<file path="config.mk">
export PLATFORM = sky130hd
export DESIGN_NAME = mux_rr_scheduler
export DESIGN_NICKNAME = d
export VERILOG_FILES = /design/src/rtl/mux_rr_scheduler_pkg.sv /design/src/rtl/mux_rr_scheduler_pick.sv /design/src/rtl/mux_rr_scheduler.sv
export SDC_FILE = /design/constraint.sdc
export NUM_CORES = 1
export LEC_CHECK = 0
export CORE_MARGIN = 2
export CORE_UTILIZATION = 51
export CTS_BUF_LIST = sky130_fd_sc_hd__clkbuf_16
export CTS_CLUSTER_DIAMETER = 100
export CTS_CLUSTER_SIZE = 10
export DETAILED_ROUTE_END_ITERATION = 8
export MAX_ROUTING_LAYER = met4
export PLACE_DENSITY = 0.76
export RECOVER_POWER = 100
export SLEW_MARGIN = 20
export SYNTH_ARGS = -nofsm -noshare
export SYNTH_HDL_FRONTEND = slang
export SYNTH_SLANG_ARGS = --single-unit
</file>
<file path="constraint.sdc">
create_clock -name clk_i -period 1.96 [get_ports clk_i]
set_input_delay 0.49 -clock clk_i [delete_from_list [all_inputs] [get_ports clk_i]]
set_output_delay 0.49 -clock clk_i [all_outputs]
set_load 0.02 [all_outputs]
</file>
<file path="src/rtl/mux_rr_scheduler_pkg.sv">
// Shared types for the round-robin mux scheduler: FSM state encoding and requester count.
package mux_rr_scheduler_pkg;
    localparam int N_REQ = 4;

    typedef enum logic [1:0] {
        ST_IDLE  = 2'd0,
        ST_GRANT = 2'd1,
        ST_GAP   = 2'd2
    } state_e;

    function automatic logic [N_REQ-1:0] onehot4(input logic [1:0] idx);
        return 4'b0001 << idx;
    endfunction
endpackage

</file>
<file path="src/rtl/mux_rr_scheduler_pick.sv">
// Combinational round-robin picker: searches last+1, last+2, last+3, last and returns the
// first requester found; the previous owner therefore wins only when it is the sole requester.
module rr_pick4
    import mux_rr_scheduler_pkg::*;
(
    input  logic [N_REQ-1:0] req_i,
    input  logic [1:0]       last_i,
    output logic             any_o,
    output logic [1:0]       win_o
);
    logic [1:0] idx;

    always_comb begin
        any_o = |req_i;
        win_o = last_i;
        idx   = last_i;
        // Walk from the farthest offset down so the nearest requester is written last.
        for (int k = 4; k >= 1; k--) begin
            idx = last_i + 2'(k);
            if (req_i[idx]) begin
                win_o = idx;
            end
        end
    end
endmodule

</file>
<file path="src/rtl/mux_rr_scheduler.sv">
// Round-robin owner of a 4:1 mux: one-hot grant plus sel, bounded hold time,
// and a mandatory one-cycle zero-grant gap between owners.
module mux_rr_scheduler
    import mux_rr_scheduler_pkg::*;
#(
    parameter int MAX_HOLD = 8,
    parameter int CNT_W    = 8
) (
    input  logic             clk_i,
    input  logic             rst_i,
    input  logic [N_REQ-1:0] req_i,
    output logic [N_REQ-1:0] gnt_o,
    output logic [1:0]       sel_o,
    output logic             busy_o,
    output logic             expired_o
);
    state_e           state_q;
    logic [1:0]       last_q;
    logic [CNT_W-1:0] cnt_q;
    logic [CNT_W-1:0] cnt_d;
    logic [N_REQ-1:0] gnt_q;
    logic [1:0]       sel_q;
    logic             busy_q;
    logic             expired_q;

    logic             pick_any;
    logic [1:0]       pick_win;
    logic             owner_req;
    logic             hold_done;

    rr_pick4 u_pick (
        .req_i  (req_i),
        .last_i (last_q),
        .any_o  (pick_any),
        .win_o  (pick_win)
    );

    assign cnt_d     = cnt_q + 1'b1;
    assign owner_req = req_i[last_q];
    assign hold_done = (cnt_q == CNT_W'(MAX_HOLD - 1));

    always_ff @(posedge clk_i) begin
        if (rst_i) begin
            state_q   <= ST_IDLE;
            last_q    <= 2'd3;
            cnt_q     <= '0;
            gnt_q     <= '0;
            sel_q     <= 2'd0;
            busy_q    <= 1'b0;
            expired_q <= 1'b0;
        end else begin
            case (state_q)
                ST_GRANT: begin
                    // A voluntary drop takes precedence over hitting the hold limit.
                    if (!owner_req || hold_done) begin
                        state_q   <= ST_GAP;
                        gnt_q     <= '0;
                        expired_q <= owner_req;
                    end else begin
                        cnt_q <= cnt_d;
                    end
                end
                default: begin
                    expired_q <= 1'b0;
                    if (pick_any) begin
                        state_q <= ST_GRANT;
                        gnt_q   <= onehot4(pick_win);
                        sel_q   <= pick_win;
                        last_q  <= pick_win;
                        cnt_q   <= '0;
                        busy_q  <= 1'b1;
                    end else begin
                        state_q <= ST_IDLE;
                        gnt_q   <= '0;
                        busy_q  <= 1'b0;
                    end
                end
            endcase
        end
    end

    assign gnt_o     = gnt_q;
    assign sel_o     = sel_q;
    assign busy_o    = busy_q;
    assign expired_o = expired_q;
endmodule

</file>
==> results of run 1 <==
-- per-stage QoR --
step | instance area (µm²) | total power, mW
6_report | 1250 | 1.12
5_1_grt | 1250 | 1.16
2_1_floorplan | 941 | 0.620
3_3_place_gp | 1170 | 0.716
3_5_place_dp | 1170 | 0.720
4_1_cts | 1250 | 1.13
-- worst paths after layout --
path	start	endpoint	slack, ns	cells past startpoint
setup reg to reg	cnt_q[4]	gnt_o[1]	0.14	6
setup / recovery	req_i[2]	cnt_q[3]	0.05	6
hold reg to reg	busy_o	busy_o	0.46	2
hold / removal	busy_o	busy_o	0.46	2
-- cell usage after synthesis (all sizes together) --
library cell	instances	share of area
or4	3	0.024
a32o	2	0.021
nor3b	1	0.0080
o21ai	5	0.027
or2	1	0.0067
a21oi	5	0.027
o31a	1	0.011
or3b	1	0.0093
ha	1	0.013
o31ai	2	0.016
nor3	2	0.011
nor2	16	0.064
nand4	2	0.013
buf	2	0.020
o22ai	1	0.013
and3	1	0.0067
or4b	1	0.011
mux2i	2	0.021
nand3b	1	0.0080
clkbuf	2	0.0080
a21o	1	0.0080
nand2b	5	0.033
nand2	8	0.032
o32ai	2	0.019
a211oi	2	0.016
inv	2	0.0080
o21bai	1	0.0080
nor2b	4	0.027
dfxtp	20	0.43
nand3	3	0.016
and2b	1	0.0093
xor2	4	0.037
o211ai	3	0.024
-- worst max-delay path, stage by stage --
cell	delay [ns]
clkdlybuf4s50_1	0.53
mux2i_1	0.12
o22ai_2	0.22
nand2b_1	0.13
or4_1	0.52
nand2_1	0.09
-- flip-flops by register name, summed over array words and instances, names as in the netlist --
| name | flops |
|---|---|
| expired_o | 1 |
| gnt_o | 4 |
| cnt_q | 8 |
| last_q | 2 |
| state_q | 2 |
| sel_o | 2 |
| busy_o | 1 |
-- power by group --
part | internal, mW | switching (mW)
Combinational | 0.116 | 0.128
Sequential | 0.439 | 0.0270
Clock | 0.269 | 0.144
-- logic make-up after synthesis --
kind of cell	Yosys count	share of synthesized area
AO/OA/AOI/OAI	25	0.189
multiplexers	2	0.0213
flip-flops	20	0.426
AND/OR/NAND/NOR	50	0.278
XOR/XNOR	4	0.0372
buffers and inverters	6	0.0359
adder cells (fa/ha/maj)	1	0.0133
-- layer usage --
| metal | vias to the layer above | share of wire | GRT usage | wire length [µm] |
|---|---|---|---|---|
| met5 | - | 0 | - | 0 |
| met4 | 0 | 0.0057 | 0.0667 | 12 |
| met3 | 2 | 0.038 | 0.0462 | 80 |
| met2 | 20 | 0.47 | 0.342 | 982 |
| met1 | 405 | 0.49 | 0.306 | 1040 |
| li1 | 439 | - | - | - |
-- what timing repair did --
item / in CTS / in global routing
hold buffers: 0 / 0
gates resized for setup: 0 / 4
hold endpoints to repair: 0 / 0
endpoints found under the setup margin: 0 / 4
-- area by class of cell --
class / count / area, µm²
flip-flops and latches: 20 / 400
multi-input cells: 82 / 512
repair buffers: 26 / 223
fillers: 152 / 478
clock buffers: 3 / 75.1
inverters: 2 / 7.51
well taps: 25 / 31.3
==> results.sh, run 1 <==
export IMPL_finalNonFillerCells=158
export IMPL_route_detailed_drc=0
export IMPL_clkLatencyLatePin_ns=0.25
export IMPL_synth_seq_area_share=0.426
export IMPL_routed_via_density=5.48
export IMPL_cts_sinks=20
export IMPL_final_common_cell="dfxtp_1"
export IMPL_ys_types=35
export IMPL_post_cts_buffers=0
export IMPL_core_mm2=0.00173
export IMPL_layout_common_cells="dfxtp_1, nor2_1, buf_4, nand2_1, dlygate4sd3_1"
export IMPL_dr_first_iter_drc_count=29
export IMPL_whs_ns=0.457
export IMPL_arrival_ns=2.10
export IMPL_status="complete, no violations"
export IMPL_min_path_type="register to register"
export IMPL_diodes=0
export IMPL_root_buffer="clkbuf_16"
export IMPL_rows=15
export IMPL_grt_pass1_wl_um=3390
export IMPL_routed_wl_um=2110
export IMPL_antenna_found_initial=0
export IMPL_gp_congestion=0.884
export IMPL_startpoint_type="input pin"
export IMPL_first_global_vias=776
export IMPL_vias=866
export IMPL_grt_max_degree=18
export IMPL_powerDensity_mw_per_mm2=899
export IMPL_cp_required_ns=2.15
export IMPL_endpoint_kind="register"
export IMPL_cts_tree="done"
export IMPL_htree_levels=1
export IMPL_fmax_mhz=524
export IMPL_vdd_drop_max_uv=833
export IMPL_tightest_slew_ns=0.407
export IMPL_post_route_util=0.723
export IMPL_start_util=0.545
export IMPL_syn_avg_cell_area_um2=8.71
export IMPL_pre_cts_ws_ns=-0.214
export IMPL_worst_slack_ns=0.0514
export IMPL_finalNetCount=142
export IMPL_place_inst=155
export IMPL_hpwlAfterDp_um=1510
export IMPL_clockBufferDepth=2
export IMPL_area_delta_synth_final_pct=32.7
export IMPL_drive_gt1_frac=0.143
export IMPL_dieArea_mm2=0.00220
export IMPL_cts_clk_slew_worst_paths_ns=0.05
export IMPL_ys_seq_elements=20
export IMPL_slew_headroom=0.726
export IMPL_syn_inst=108
export IMPL_dr_pass1_iters=4
export IMPL_maxCapViolations=0
export IMPL_avgRoutedWirePerCell_um=13.4
export IMPL_finClkSkew_ns=0.00163
export IMPL_cts_made_buffers=3
export IMPL_ys_warn_count=0
export IMPL_crit_type="input pin to register"
export IMPL_grt_overflow_total=0
export IMPL_final_max_slew_viol_count=0
export IMPL_io_pins=14
export IMPL_die_x_um=47.0
export IMPL_ant_nets=0
export IMPL_rsz0062_at_grt="false"
export IMPL_period_share=0.974
export IMPL_cp_max_fo=3
export IMPL_setup_viol=0
export IMPL_setup_tns_ns=0
export IMPL_p_leak_nw=0.517
export IMPL_final_hold_violation_count=0
export IMPL_syn_area_um2=941
export IMPL_period_needed_ns=1.91
export IMPL_grt_usage=0.226
export IMPL_io_buffers=13
export IMPL_syn_nets=115
export IMPL_fp_dieH_um=47.0
Power figures use the tool's default switching activity.
==> run 2: changes to the inputs <==
--- a/config.mk
+++ b/config.mk
@@ -11,6 +11,7 @@
 export CTS_CLUSTER_DIAMETER = 100
 export CTS_CLUSTER_SIZE = 10
 export DETAILED_ROUTE_END_ITERATION = 8
+export GPL_ROUTABILITY_DRIVEN = 0
 export MAX_ROUTING_LAYER = met4
 export PLACE_DENSITY = 0.76
 export RECOVER_POWER = 100
@@ -18,3 +19,4 @@
 export SYNTH_ARGS = -nofsm -noshare
 export SYNTH_HDL_FRONTEND = slang
 export SYNTH_SLANG_ARGS = --single-unit
+export TNS_END_PERCENT = 30
==> results.sh, run 2 (synthesis gave the netlist of run 1 again) <==
export IMPL_regArea_um2=400
export IMPL_finalNonFillerCells=158
export IMPL_cts_made_buffers=3
export IMPL_drive_gt1_frac=0.120
export IMPL_maxCapViolations=0
export IMPL_hpwlAfterDp_um=1510
export IMPL_final_area_mm2=0.00124
export IMPL_r2r_slack_ns=0.13
export IMPL_layout_common_cells="dfxtp_1, nor2_1, buf_4, nand2_1, dlygate4sd3_1"
export IMPL_rows=15
export IMPL_io_buffers=13
export IMPL_grt_use_met3=0.0462
export IMPL_final_common_cell="dfxtp_1"
export IMPL_routed_via_density=5.42
export IMPL_period_needed_ns=1.90
export IMPL_min_path_type="register to register"
export IMPL_grt_max_degree=18
export IMPL_nFillCells=156
export IMPL_cts_clk_slew_worst_paths_ns=0.05
export IMPL_dieArea_mm2=0.00220
export IMPL_hold_start="busy_o"
export IMPL_crit_family="simple AND/OR/NAND/NOR gates"
export IMPL_area_delta_synth_final_pct=31.5
export IMPL_grt_overflow_total=0
export IMPL_route_detailed_drc=0
export IMPL_tightest_slew_ns=0.412
export IMPL_htree_levels=1
export IMPL_clockBufferDepth=2
export IMPL_grt_pass1_wl_um=3390
export IMPL_rr_worst_depth=6
export IMPL_clkLatencyLatePin_ns=0.25
export IMPL_post_cts_buffers=0
export IMPL_whs_ns=0.458
export IMPL_fp_dieH_um=47.0
export IMPL_avgRoutedWirePerCell_um=13.3
export IMPL_root_buffer="clkbuf_16"
export IMPL_grt_met2_usage=0.342
export IMPL_antenna_found_initial=0
export IMPL_grt_util_met1=0.306
export IMPL_placed_cell_area_mm2=0.00117
export IMPL_cts_tree="done"
export IMPL_place_inst=155
export IMPL_p_leak_nw=0.505
export IMPL_io_pins=14
export IMPL_routed_wl_um=2110
export IMPL_largest_reg_flops=8
export IMPL_finClkSkew_ns=0.00142
export IMPL_worstReg2RegEnd="gnt_o[1]"
export IMPL_powerDensity_mw_per_mm2=905
export IMPL_first_global_vias=776
export IMPL_finalNetCount=142
export IMPL_cp_required_ns=2.15
export IMPL_ant_nets=0
export IMPL_crit_type="input pin to register"
export IMPL_cts_resized=0
export IMPL_period_share=0.971
export IMPL_start_util=0.545
export IMPL_setup_viol=0
export IMPL_slowest_stage="clkdlybuf4s50_1"
export IMPL_largest_register="cnt_q"
export IMPL_core_mm2=0.00173
export IMPL_whs_path_depth=2
export IMPL_hold_path_endpoint="busy_o"
export IMPL_status="complete, no violations"
export IMPL_arrival_ns=2.09
export IMPL_busiest_layer="met2"
export IMPL_cts_hold_buf=0
export IMPL_endpoint_kind="register"
export IMPL_critPathBufInv=1
export IMPL_path_cells="clkdlybuf4s50_1 -> mux2i_1 -> o22ai_2 -> nand2b_1 -> or4_1 -> nand2_1"
export IMPL_cts_sinks=20
export IMPL_fmax_mhz=525
export IMPL_dr_first_iter_drc_count=20
export IMPL_worst_slack_ns=0.0569
export IMPL_final_max_slew_viol_count=0
export IMPL_slew_headroom=0.723
export IMPL_cp_max_fo=4
export IMPL_timing_rr_start="cnt_q[4]"
export IMPL_multi_input_area_um2=507
export IMPL_diodes=0
export IMPL_vdd_drop_max_uv=832
export IMPL_vias=856
export IMPL_dr_pass1_iters=4
export IMPL_die_x_um=47.0
export IMPL_grt_usage=0.226
export IMPL_rsz0062_at_grt="true"
export IMPL_max_stage_delay_ns=0.54
export IMPL_pre_cts_ws_ns=-0.214
export IMPL_final_hold_violation_count=0
export IMPL_startpoint_type="input pin"
run 2: cell count changes in the layout (fill, tap and decap cells not counted), sizes merged:
cell | before | now
clkdlybuf4s50 | 4 | 5
dlymetal6s2s | 1 | 0
run 2: per-layer routing:
metal  vias to the layer above  routed length, µm
li1                        437                  -
met1                       391               1050
met2                        26                962
met3                         2                 82
met4                         0                 12
met5                         -                  0
run 2: cell type report:
cell class | instances | area share
sequential | 20 | 0.324
clock buffer | 3 | 0.0607
inverter | 2 | 0.00607
timing repair buffer | 26 | 0.175
multi-input combinational | 82 | 0.410
tap | 25 | 0.0253
run 2: where the power goes:
part	total, mW	internal, mW	switching [mW]
Combinational	0.241	0.114	0.128
Sequential	0.466	0.439	0.0272
Clock	0.413	0.269	0.144
run 2: how the worst max path moves through the flow:
stage                     slack (ns)  depth (start not counted)       from        to
after floorplan                 0.25                          6  last_q[1]  cnt_q[7]
after global routing           -0.02                          6   req_i[3]  cnt_q[3]
after global placement         -0.12                          6   req_i[3]  cnt_q[7]
after CTS                       0.04                          6   req_i[3]  cnt_q[7]
final                           0.06                          6   req_i[3]  cnt_q[3]
after detailed placement       -0.21                          6   req_i[3]  cnt_q[7]
run 2: stage by stage:
| step | power [mW] | utilization | TNS, ns |
|---|---|---|---|
| floorplan | 0.620 | - | 0 |
| global placement | 0.716 | 0.680 | -0.468 |
| detailed placement | 0.720 | 0.680 | -0.824 |
| CTS | 1.13 | 0.723 | 0 |
| global route | 1.16 | 0.717 | -0.0206 |
| finish | 1.12 | 0.717 | 0 |
run 2: worst register-to-register path: stages (launching register included):
cell and delay, ns:
dfxtp_1 0.34, or4_1 0.51, nor3_1 0.22, nand2b_1 0.20
buf_4 0.19, nor2_1 0.06, a32o_1 0.20
==> run 3: changes to the inputs <==
--- a/config.mk
+++ b/config.mk
@@ -7,7 +7,6 @@
 export LEC_CHECK = 0
 export CORE_MARGIN = 2
 export CORE_UTILIZATION = 51
-export CTS_BUF_LIST = sky130_fd_sc_hd__clkbuf_16
 export CTS_CLUSTER_DIAMETER = 100
 export CTS_CLUSTER_SIZE = 10
 export DETAILED_ROUTE_END_ITERATION = 8
==> results.sh, run 3 (synthesis gave the netlist of run 1 again) <==
export IMPL_htree_levels=1
export IMPL_grt_pass1_wl_um=3110
export IMPL_maxCapViolations=0
export IMPL_clkLatencyLatePin_ns=0.29
export IMPL_post_cts_buffers=0
export IMPL_io_pins=14
export IMPL_grt_overflow_total=0
export IMPL_hpwlAfterDp_um=1510
export IMPL_period_share=0.942
export IMPL_final_max_slew_viol_count=0
export IMPL_io_buffers=13
export IMPL_cts_tree="done"
export IMPL_start_util=0.545
export IMPL_fp_dieH_um=47.0
export IMPL_cts_made_buffers=3
export IMPL_min_path_type="register to register"
export IMPL_arrival_ns=2.04
export IMPL_fmax_mhz=541
export IMPL_p_leak_nw=0.484
export IMPL_routed_via_density=5.22
export IMPL_diodes=0
export IMPL_avgRoutedWirePerCell_um=12.3
export IMPL_vdd_drop_max_uv=589
export IMPL_clkPwrFrac=0.210
export IMPL_intPower_uw=625
export IMPL_cts_resized=0
export IMPL_cts_clk_slew_worst_paths_ns=0.10
export IMPL_powerDensity_mw_per_mm2=749
export IMPL_swShare=0.298
export IMPL_drive_gt1_frac=0.128
export IMPL_final_common_cell="dfxtp_1"
export IMPL_layout_common_cells="dfxtp_1, nor2_1, buf_4, nand2_1, dlygate4sd3_1"
export IMPL_dr_pass1_iters=4
export IMPL_endpoint_kind="register"
export IMPL_comb_power_share=0.268
export IMPL_root_buffer="clkbuf_4"
export IMPL_tightest_slew_ns=0.395
export IMPL_final_area_mm2=0.00119
export IMPL_area_delta_synth_final_pct=26.3
export IMPL_seqPwrFrac=0.522
export IMPL_slew_headroom=0.735
export IMPL_largest_register="cnt_q"
export IMPL_dr_first_iter_drc_count=24
export IMPL_core_mm2=0.00173
export IMPL_routed_wl_um=1940
export IMPL_largest_reg_flops=8
export IMPL_antenna_found_initial=0
export IMPL_status="complete, no violations"
export IMPL_grt_usage=0.209
export IMPL_netSwitchingPower_uw=265
export IMPL_crit_type="input pin to register"
export IMPL_die_x_um=47.0
export IMPL_placed_cell_area_mm2=0.00117
export IMPL_setup_viol=0
export IMPL_cts_hold_buf=0
export IMPL_finalNetCount=142
export IMPL_ant_nets=0
export IMPL_cp_required_ns=2.15
export IMPL_cts_sinks=20
export IMPL_rows=15
export IMPL_final_hold_violation_count=0
export IMPL_period_needed_ns=1.85
export IMPL_fin_total_pwr_uw=890
export IMPL_grt_max_degree=18
export IMPL_nFillCells=167
export IMPL_route_detailed_drc=0
export IMPL_vias=824
export IMPL_first_global_vias=759
export IMPL_rsz0062_at_grt="false"
export IMPL_cp_max_fo=4
export IMPL_dieArea_mm2=0.00220
export IMPL_clockBufferDepth=2
export IMPL_finClkSkew_ns=0.00399
export IMPL_startpoint_type="input pin"
run 3: cell counts in the layout (fill, tap and decap cells not counted):
No cell type changed its count.
run 3: per-stage QoR:
step	utilization	cells	setup slack, ns	hold slack (ns)	TNS [ns]
global placement	0.680	155	-0.122	0.444	-0.468
detailed placement	0.680	155	-0.214	0.454	-0.824
global route	0.688	158	0.0194	0.487	0
CTS	0.693	158	0.0995	0.469	0
floorplan	-	108	0.249	0.454	0
finish	0.688	158	0.113	0.464	0
run 3: final timing paths:
kind	to	slack [ns]	depth (start not counted)	start
worst max-delay path	cnt_q[7]	0.11	6	req_i[3]
worst min-delay path	busy_o	0.46	2	busy_o
worst max register to register	gnt_o[1]	0.17	6	cnt_q[4]
worst min register to register	busy_o	0.46	2	busy_o
run 3: power groups by stage:
stage / Sequential [mW] / Combinational, mW / Clock [mW]
after CTS: 0.466 / 0.248 / 0.196
after global routing: 0.471 / 0.260 / 0.205
after floorplan: 0.488 / 0.132 / 0
final: 0.464 / 0.239 / 0.187
after detailed placement: 0.475 / 0.245 / 0
after global placement: 0.472 / 0.244 / 0
run 3: critical path, stage by stage:
cell	delay, ns
clkdlybuf4s50_1	0.53
mux2i_1	0.13
o22ai_2	0.21
or4b_1	0.48
xor2_1	0.15
nor2_1	0.05
run 3: routing by layer:
| layer | wire, µm | up-vias | track usage |
|---|---|---|---|
| li1 | - | 438 | - |
| met1 | 964 | 368 | 0.285 |
| met2 | 877 | 16 | 0.301 |
| met3 | 78 | 2 | 0.0462 |
| met4 | 15 | 0 | 0.0833 |
| met5 | 0 | - | - |
run 3: cell type report:
type                       instances  area, µm²  share of cell area
timing repair buffer              26        220               0.185
sequential                        20        400               0.337
inverter                           2       7.51             0.00632
clock buffer                       3       22.5              0.0189
tap                               25       31.3              0.0263
multi-input combinational         82        507               0.426
